**config.mk**
```make
export PLATFORM = sky130hd
export DESIGN_NAME = sorted_reg_bank
export DESIGN_NICKNAME = d
export VERILOG_FILES = /design/src/rtl/sorted_reg_bank.v
export SDC_FILE = /design/constraint.sdc
export NUM_CORES = 1
export LEC_CHECK = 0
export CAP_MARGIN = 30
export CORE_MARGIN = 8
export CORE_UTILIZATION = 50
export DETAILED_ROUTE_END_ITERATION = 10
export HOLD_SLACK_MARGIN = 0.06
export PLACE_DENSITY_LB_ADDON = 0.05
export SLEW_MARGIN = 5
export SYNTH_ARGS = -nofsm -noshare
export SYNTH_HDL_FRONTEND = slang
export SYNTH_SLANG_ARGS = --single-unit
```
**constraint.sdc**
```tcl
create_clock -name clk -period 9.2 [get_ports clk]
set_input_delay 2.3 -clock clk [delete_from_list [all_inputs] [get_ports clk]]
set_output_delay 2.3 -clock clk [all_outputs]
set_load 0.02 [all_outputs]
```
**src/rtl/sorted_reg_bank.v**
```verilog
// sorted_reg_bank: a DEPTH x WIDTH register bank that keeps its contents sorted by single-cycle insertion.
// Entry 0 is the head (minimum, or maximum when DESCEND=1); entries beyond count always read 0.
module sorted_reg_bank #(
    parameter int WIDTH   = 4,
    parameter int DEPTH   = 8,
    parameter bit DESCEND = 1'b0
) (
    input  logic                       clk,
    input  logic                       rst,
    input  logic                       en,
    input  logic                       clr,
    input  logic                       in_valid,
    output logic                       in_ready,
    input  logic [WIDTH-1:0]           in_data,
    input  logic                       pop,
    output logic [WIDTH-1:0]           head_data,
    output logic                       head_valid,
    output logic [$clog2(DEPTH+1)-1:0] count,
    output logic                       full,
    output logic                       empty,
    output logic [WIDTH*DEPTH-1:0]     all_data
);
    localparam int CW = $clog2(DEPTH+1);

    logic [WIDTH-1:0] data_q [DEPTH];
    logic [WIDTH-1:0] data_d [DEPTH];
    logic [DEPTH-1:0] valid_q;
    logic [DEPTH-1:0] valid_d;
    logic [CW-1:0]    count_q;
    logic [CW-1:0]    count_d;

    logic [WIDTH-1:0] pp_data [DEPTH];
    logic [DEPTH-1:0] pp_valid;
    logic [CW-1:0]    pp_count;
    logic [CW-1:0]    pos;
    logic             pop_eff;
    logic             accept;

    function automatic logic goes_before(input logic [WIDTH-1:0] a, input logic [WIDTH-1:0] b);
        logic r;
        if (DESCEND) begin
            r = (a > b);
        end else begin
            r = (a < b);
        end
        return r;
    endfunction

    assign full  = (count_q == CW'(DEPTH));
    assign empty = (count_q == CW'(0));

    // Next-state: pop is applied first, then the insert is placed against the post-pop contents.
    always_comb begin
        data_d   = data_q;
        valid_d  = valid_q;
        count_d  = count_q;
        pop_eff  = pop & en & ~empty;
        in_ready = en & (~full | pop);
        accept   = in_valid & in_ready;

        for (int i = 0; i < DEPTH-1; i++) begin
            pp_data[i]  = pop_eff ? data_q[i+1] : data_q[i];
            pp_valid[i] = pop_eff ? valid_q[i+1] : valid_q[i];
        end
        pp_data[DEPTH-1]  = pop_eff ? {WIDTH{1'b0}} : data_q[DEPTH-1];
        pp_valid[DEPTH-1] = pop_eff ? 1'b0 : valid_q[DEPTH-1];
        pp_count          = pop_eff ? (count_q - CW'(1)) : count_q;

        // Scanning downward leaves pos at the lowest qualifying index; equal values never qualify,
        // so a new value lands after its equals.
        pos = pp_count;
        for (int i = DEPTH-1; i >= 0; i--) begin
            pos = (pp_valid[i] && goes_before(in_data, pp_data[i])) ? CW'(i) : pos;
        end

        if (clr) begin
            for (int i = 0; i < DEPTH; i++) begin
                data_d[i] = {WIDTH{1'b0}};
            end
            valid_d = {DEPTH{1'b0}};
            count_d = CW'(0);
        end else if (!en) begin
            count_d = count_q;
        end else if (accept) begin
            data_d[0]  = (pos == CW'(0)) ? in_data : pp_data[0];
            valid_d[0] = (pos == CW'(0)) ? 1'b1 : pp_valid[0];
            for (int i = 1; i < DEPTH; i++) begin
                if (CW'(i) < pos) begin
                    data_d[i]  = pp_data[i];
                    valid_d[i] = pp_valid[i];
                end else if (CW'(i) == pos) begin
                    data_d[i]  = in_data;
                    valid_d[i] = 1'b1;
                end else begin
                    data_d[i]  = pp_data[i-1];
                    valid_d[i] = pp_valid[i-1];
                end
            end
            count_d = pop_eff ? count_q : (count_q + CW'(1));
        end else begin
            data_d  = pp_data;
            valid_d = pp_valid;
            count_d = pp_count;
        end
    end

    // State registers with asynchronous active-high reset.
    always_ff @(posedge clk or posedge rst) begin
        if (rst) begin
            for (int i = 0; i < DEPTH; i++) begin
                data_q[i] <= {WIDTH{1'b0}};
            end
            valid_q <= {DEPTH{1'b0}};
            count_q <= CW'(0);
        end else begin
            data_q  <= data_d;
            valid_q <= valid_d;
            count_q <= count_d;
        end
    end

    assign count      = count_q;
    assign head_data  = data_q[0];
    assign head_valid = valid_q[0];

    for (genvar g = 0; g < DEPTH; g++) begin : g_flat
        assign all_data[g*WIDTH +: WIDTH] = data_q[g];
    end
endmodule

```
* Yosys cells after proc, flatten, opt, wreduce, memory -nomap -nowiden
Cells that the tools add are included.
W data, S select, Z words.
** Cells by class
- Add/subtract/negate cells :: 2
- Multiply operators :: 0
- Div/mod/pow operators :: 0
- Order comparisons :: 15
- Equality and inequality tests :: 9
- Shift operators :: 0
- Muxes and demuxes :: 65
- Bitwise operators :: 7
- Reduce and logical (&&, ||, !) cells :: 12
** Operators with widths (number)
- $mux W4 :: 36
- $mux W32 :: 3
- $lt A4 B4 Y1 :: 8
- $mux W8 :: 3
- $mux W1 :: 23
- $eq A3 B4 Y1 const A :: 4
- $lt A3 B4 Y1 const A :: 4
- $eq A2 B4 Y1 const A :: 2
- $logic_and A1 B1 Y1 :: 8
- $logic_not A4 Y1 :: 2
- $lt A2 B4 Y1 const A :: 2
- $add A4 B1 Y4 const B :: 1
- $and A1 B1 Y1 :: 4
- $eq A1 B4 Y1 const A :: 1
- $eq A4 B4 Y1 const B :: 1
- $lt A1 B4 Y1 const A :: 1
- $sub A4 B1 Y4 const B :: 1
- $ne A3 B3 Y1 const B :: 1
- $not A1 Y1 :: 2
- $reduce_and A2 Y1 :: 1
- $reduce_bool A2 Y1 :: 1
- $or A1 B1 Y1 :: 1
** Storage, ports and cells
- Register bits after elaboration :: 44
- Latch bits :: 0
- Memory bits (writable) :: 0
- Bits in read-only memories :: 0
- Bits of input ports :: 10
- Output and inout port bits :: 44
- Memories kept :: 0

* Depth between registers and ports, before layout
- Word-level depth :: 20
- Gate-level depth with buffers :: 20

* Least setup slack after synthesis
No wires, ideal clock.
- Path type :: input port to flip-flop
- Start point :: input pop
- End point :: register data_q (netlist bit all_data[20])
- Library setup time :: 0.126 ns
- Data arrival time :: 5.860 ns
- Required time :: 9.074 ns
- Setup slack :: 3.214 ns
- Cell stages on the path :: 14
- Path buffers :: 2
- Cells stage by stage :: nand2_1 -> nor2_2 -> clkbuf_1 -> buf_1 -> mux2i_1 -> ha_1 -> o21a_1 -> o21a_1 -> a221oi_1 -> or4_4 -> o41ai_4 -> o211ai_1 -> o22ai_1 -> a221o_1
** Between the ends
- Longest elaborated chain between the ends :: 19
- Elaborated cells between the ends (all ways) :: 53
** RTL lines
- start, declared :: RTL line 15 : input logic pop,
- branches (longest 16 deep; another with $lt A4 B4 Y1)
- $mux W32 (*) :: RTL line 84 : end else if (accept) begin
- $mux W32 (*) :: RTL line 82 : end else if (!en) begin
- $mux W32 (*) :: RTL line 76 : if (clr) begin
- end signal, assigned by index :: RTL line 111 : data_q[i] <= {WIDTH{1'b0}};
- end signal, assigned :: RTL line 116 : data_q <= data_d;
- end, declared :: RTL line 25 : logic [WIDTH-1:0] data_q [DEPTH];
Mark *: on every way between the ends. The select of a mux whose other input is x is not followed.
A chain may end at the register's enable or synchronous reset.

* Worst setup path after layout
- Start point :: input en
- End point :: register data_q (netlist bit all_data[5])
** Between the ends
- Longest elaborated chain between the ends :: 19
- Elaborated cells between the ends (all ways) :: 53
** RTL lines
- start, declared :: RTL line 10 : input logic en,
- branches (longest 19 deep; another with $lt A4 B4 Y1)
Several ways; the timed one is not identified. The select of a mux whose other input is x is not followed.

==> impl_results.md <==
- Layout fillers: 672
- Iteration-0 DRC count of the detailed router: 266
- Synth Instances: 452
- TritonCTS clock tree: built
- # DRC: 0
- Crit path launch type: primary input
- Initial antenna violation count: 0
- CP Cell Sequence: clkdlybuf4s50_1 > and2_1 > nand2_2 > nor2_1 > a21oi_1 > ha_1 > o211ai_1 > a31oi_1 > nand2_1 > a21o_1 > or3_1 > a21oi_2 > nand2_1 > a311oi_1 > a211oi_1
- Worst slew margin: 40.5%
- Arr. time, crit path: 7.53 ns
- Die X: 104 µm
- Vias in the first global route: 3,926
- Hold buffers post-CTS: 0
- CTS resizes: 0
- Worst R2R Path Depth: 17
- Hold Crit Depth: 1
- EDFF count, synth: 0
- Slowest stage cell, crit path: clkdlybuf4s50_1
- Yosys cell types: 63
- Worst Setup SP: en
- Setup TNS: 0 ns
- Clk sinks: 44
- Synth Net Count: 488
- Share of cells above drive strength 1: 7.47%
- Final Util: 60.2%
- Final ANT Viol Nets: 0
- Unrepaired setup endpoints after global routing: false
- Worst Path Class, Setup: in2reg
- Post-DR vias/cell: 6.56
- Core Area: 7570 µm²
- Post-route cell area: 4550 µm²
- First-pass DRT Iterations: 5
- Critical Path Fanout Max: 26
- Clock Pin Slew Worst Setup and Hold Paths: 0.09 ns
- Num CTS Buffers: 5
- DP HPWL: 9910 µm
- Register area share after synthesis: 28.7%
- Crit. End Element: register
- Placer Congestion: 0.904
- Number of setup buffers added after CTS: 0
- Mapped cell area: 3830 µm²
- Total number of vias: 3,915
- HP Class: reg2reg
- Asr flop ratio synth: 100%
- WL per Instance: 23.1 µm
- Area growth, synth to finish: 18.8%
- Pin count of the biggest net entering global routing: 45
- Grt ovf: 0
- Placed cell area: 4410 µm²
- Max VDD drop: 0.0728 mV
- Yosys warning count: 0
- Input/output buffers: 53
- Share of the synthesized area in the top cell type: 28.7%
- Average size of a mapped cell: 8.48 µm²
- CP delay by family, top: simple AND/OR/NAND/NOR gates
- Post-synth top area cell: dfrtp_1
- First-pass GRT wire length: 21,500 µm
- WP depth: 15
- Outcome: finished, final reports clean
- Antenna cells: 0
- CTS Buffer Depth: 2
- Later-pin clock latency in the skew report: 0.31 ns
- Max-Cap Viols: 0
- Leak: 1.89 nW
- HP Start: valid_q[6]
- Die ar.: 10,700 µm²
- # IOs: 54
- Slew @ Worst Pin: 0.893 ns
- Worst path required time: 9.38 ns
- Global Route Usage Sum: 24.8%
- H-tree Lvls: 2
- Reg2Reg Launch Point: count[0]
- Fin crit share: 79.8%
- Nets: 530
- Top_reg_cell synth: dfrtp_1
- Root Buffer Master: clkbuf_8
- Maximum clock rate: 0.136 GHz
- Layout Skew: 0.00465 ns
- Top cell by count, worst path: nand2_1
- Die height: 104 µm
- Top post-synthesis cells by area: dfrtp_1, mux2i_1, ha_1
- Pwr dens: 129 nW/µm²
- Max incr delay on CP: 0.75 ns
- Floorplan row count: 32
- CP bufs+invs: 1
- Final Setup Violations: 0
- Starting Density: 50.6%
- Flops & latches, synth: 44
- Min Tclk post-route: 7.35 ns
- Final hold vios: 0
- Total length of routed wires: 13,800 µm
- Fin. max-slew vios: 0
==> sequential cells by signal (all words and copies together) (netlist names) <==
name / count
all_data: 28
valid_q: 8
count: 4
head_data: 4
==> where the power goes <==
part | total (W) | switching (W) | internal (W) | leakage (nW)
logic | 0.000216 | 0.000139 | 0.0000775 | 1.23
registers | 0.000214 | 0.0000119 | 0.000202 | 0.606
clock network | 0.000157 | 0.0000765 | 0.0000808 | 0.0552
total | 0.000588 | 0.000227 | 0.000361 | 1.89
==> per-layer routing <==
metal | wire, µm | vias to the layer above | track usage (%)
met4 | 409 | 0 | 9.34
met1 | 5820 | 1912 | 30.3
met2 | 6560 | 175 | 41.7
met3 | 983 | 35 | 5.08
met5 | 0 | - | 0
li1 | - | 1793 | -
==> worst register-to-register path: cells and delay by family, from the launching register on <==
kind            cells  cell delay [ns]
mux                 1             0.35
compound gates      6             2.03
fa+ha+maj           2             0.56
simple gates        4             1.49
buf+inv             4             0.79
flops               1             0.46
==> cell usage in the layout (no fill, tap or decap), types with 6 or more instances in the layout <==
cell type / instances
a211oi_1: 7
a21oi_1: 37
a221o_1: 7
a221oi_1: 7
a22o_1: 6
a311oi_1: 6
a32o_1: 6
clkdlybuf4s50_1: 53
dfrtp_1: 44
ha_1: 26
inv_1: 17
mux2_2: 8
mux2i_1: 35
nand2_1: 38
nand3_1: 12
nor2_1: 44
nor3_1: 13
o21ai_0: 19
o21ai_1: 9
or3_1: 7
==> layout make-up <==
class                   instances  area (µm²)  share of cell area [%]
clock buffers                   6        72.6                    1.59
clock inverters                 2        35.0                   0.770
inverters                      19        73.8                    1.62
multi-input cells             365        2550                    55.9
flip-flops and latches         44        1100                    24.2
well taps                     102         128                    2.80
repair buffers                 59         596                    13.1
==> final timing paths <==
kind,end,slack (ns)
worst min register to register,valid_q[6],0.53
max in group asynchronous,all_data[5],6.42
min in group asynchronous,all_data[11],2.27
worst max register to register,all_data[5],3.42
worst min-delay path,valid_q[6],0.53
worst max-delay path,all_data[5],1.85
==> through the flow <==
step	setup WS [ns]	power [W]	instances	hold slack, ns
3_3_place_gp	1.36	0.000424	587	0.500
4_1_cts	1.55	0.000583	595	0.530
3_5_place_dp	1.22	0.000428	587	0.508
5_1_grt	1.49	0.000612	597	0.558
6_report	1.85	0.000588	597	0.527
2_1_floorplan	3.21	0.000354	452	0.478
==> synth_stat cells (all sizes together) (4+ instances only) <==
cell    count
o21ai      28
a211oi      8
inv        19
a31oi       5
ha         26
nor2       45
nand2      39
o221ai      5
a21oi      38
or3         7
dfrtp      44
nand3      12
clkbuf     13
o21a        4
a21o        5
a32o        6
a311oi      6
nand2b      5
o22ai       4
a221oi      7
mux2        8
o211ai      6
a221o       7
nor3       14
mux2i      35
and3        4
a22o        6
buf        11
==> cells by family (layout without fill, tap and decap cells) <==
kind of cell | Yosys count | count (layout) | synth area share (%)
mux | 43 | 43 | 11.5
compound gates | 151 | 151 | 28.2
simple gates | 142 | 142 | 17.6
fa+ha+maj | 26 | 26 | 8.49
buf+inv | 43 | 86 | 4.80
xor+xnor | 3 | 3 | 0.686
flops | 44 | 44 | 28.7
(Power assumes the default switching activity.)
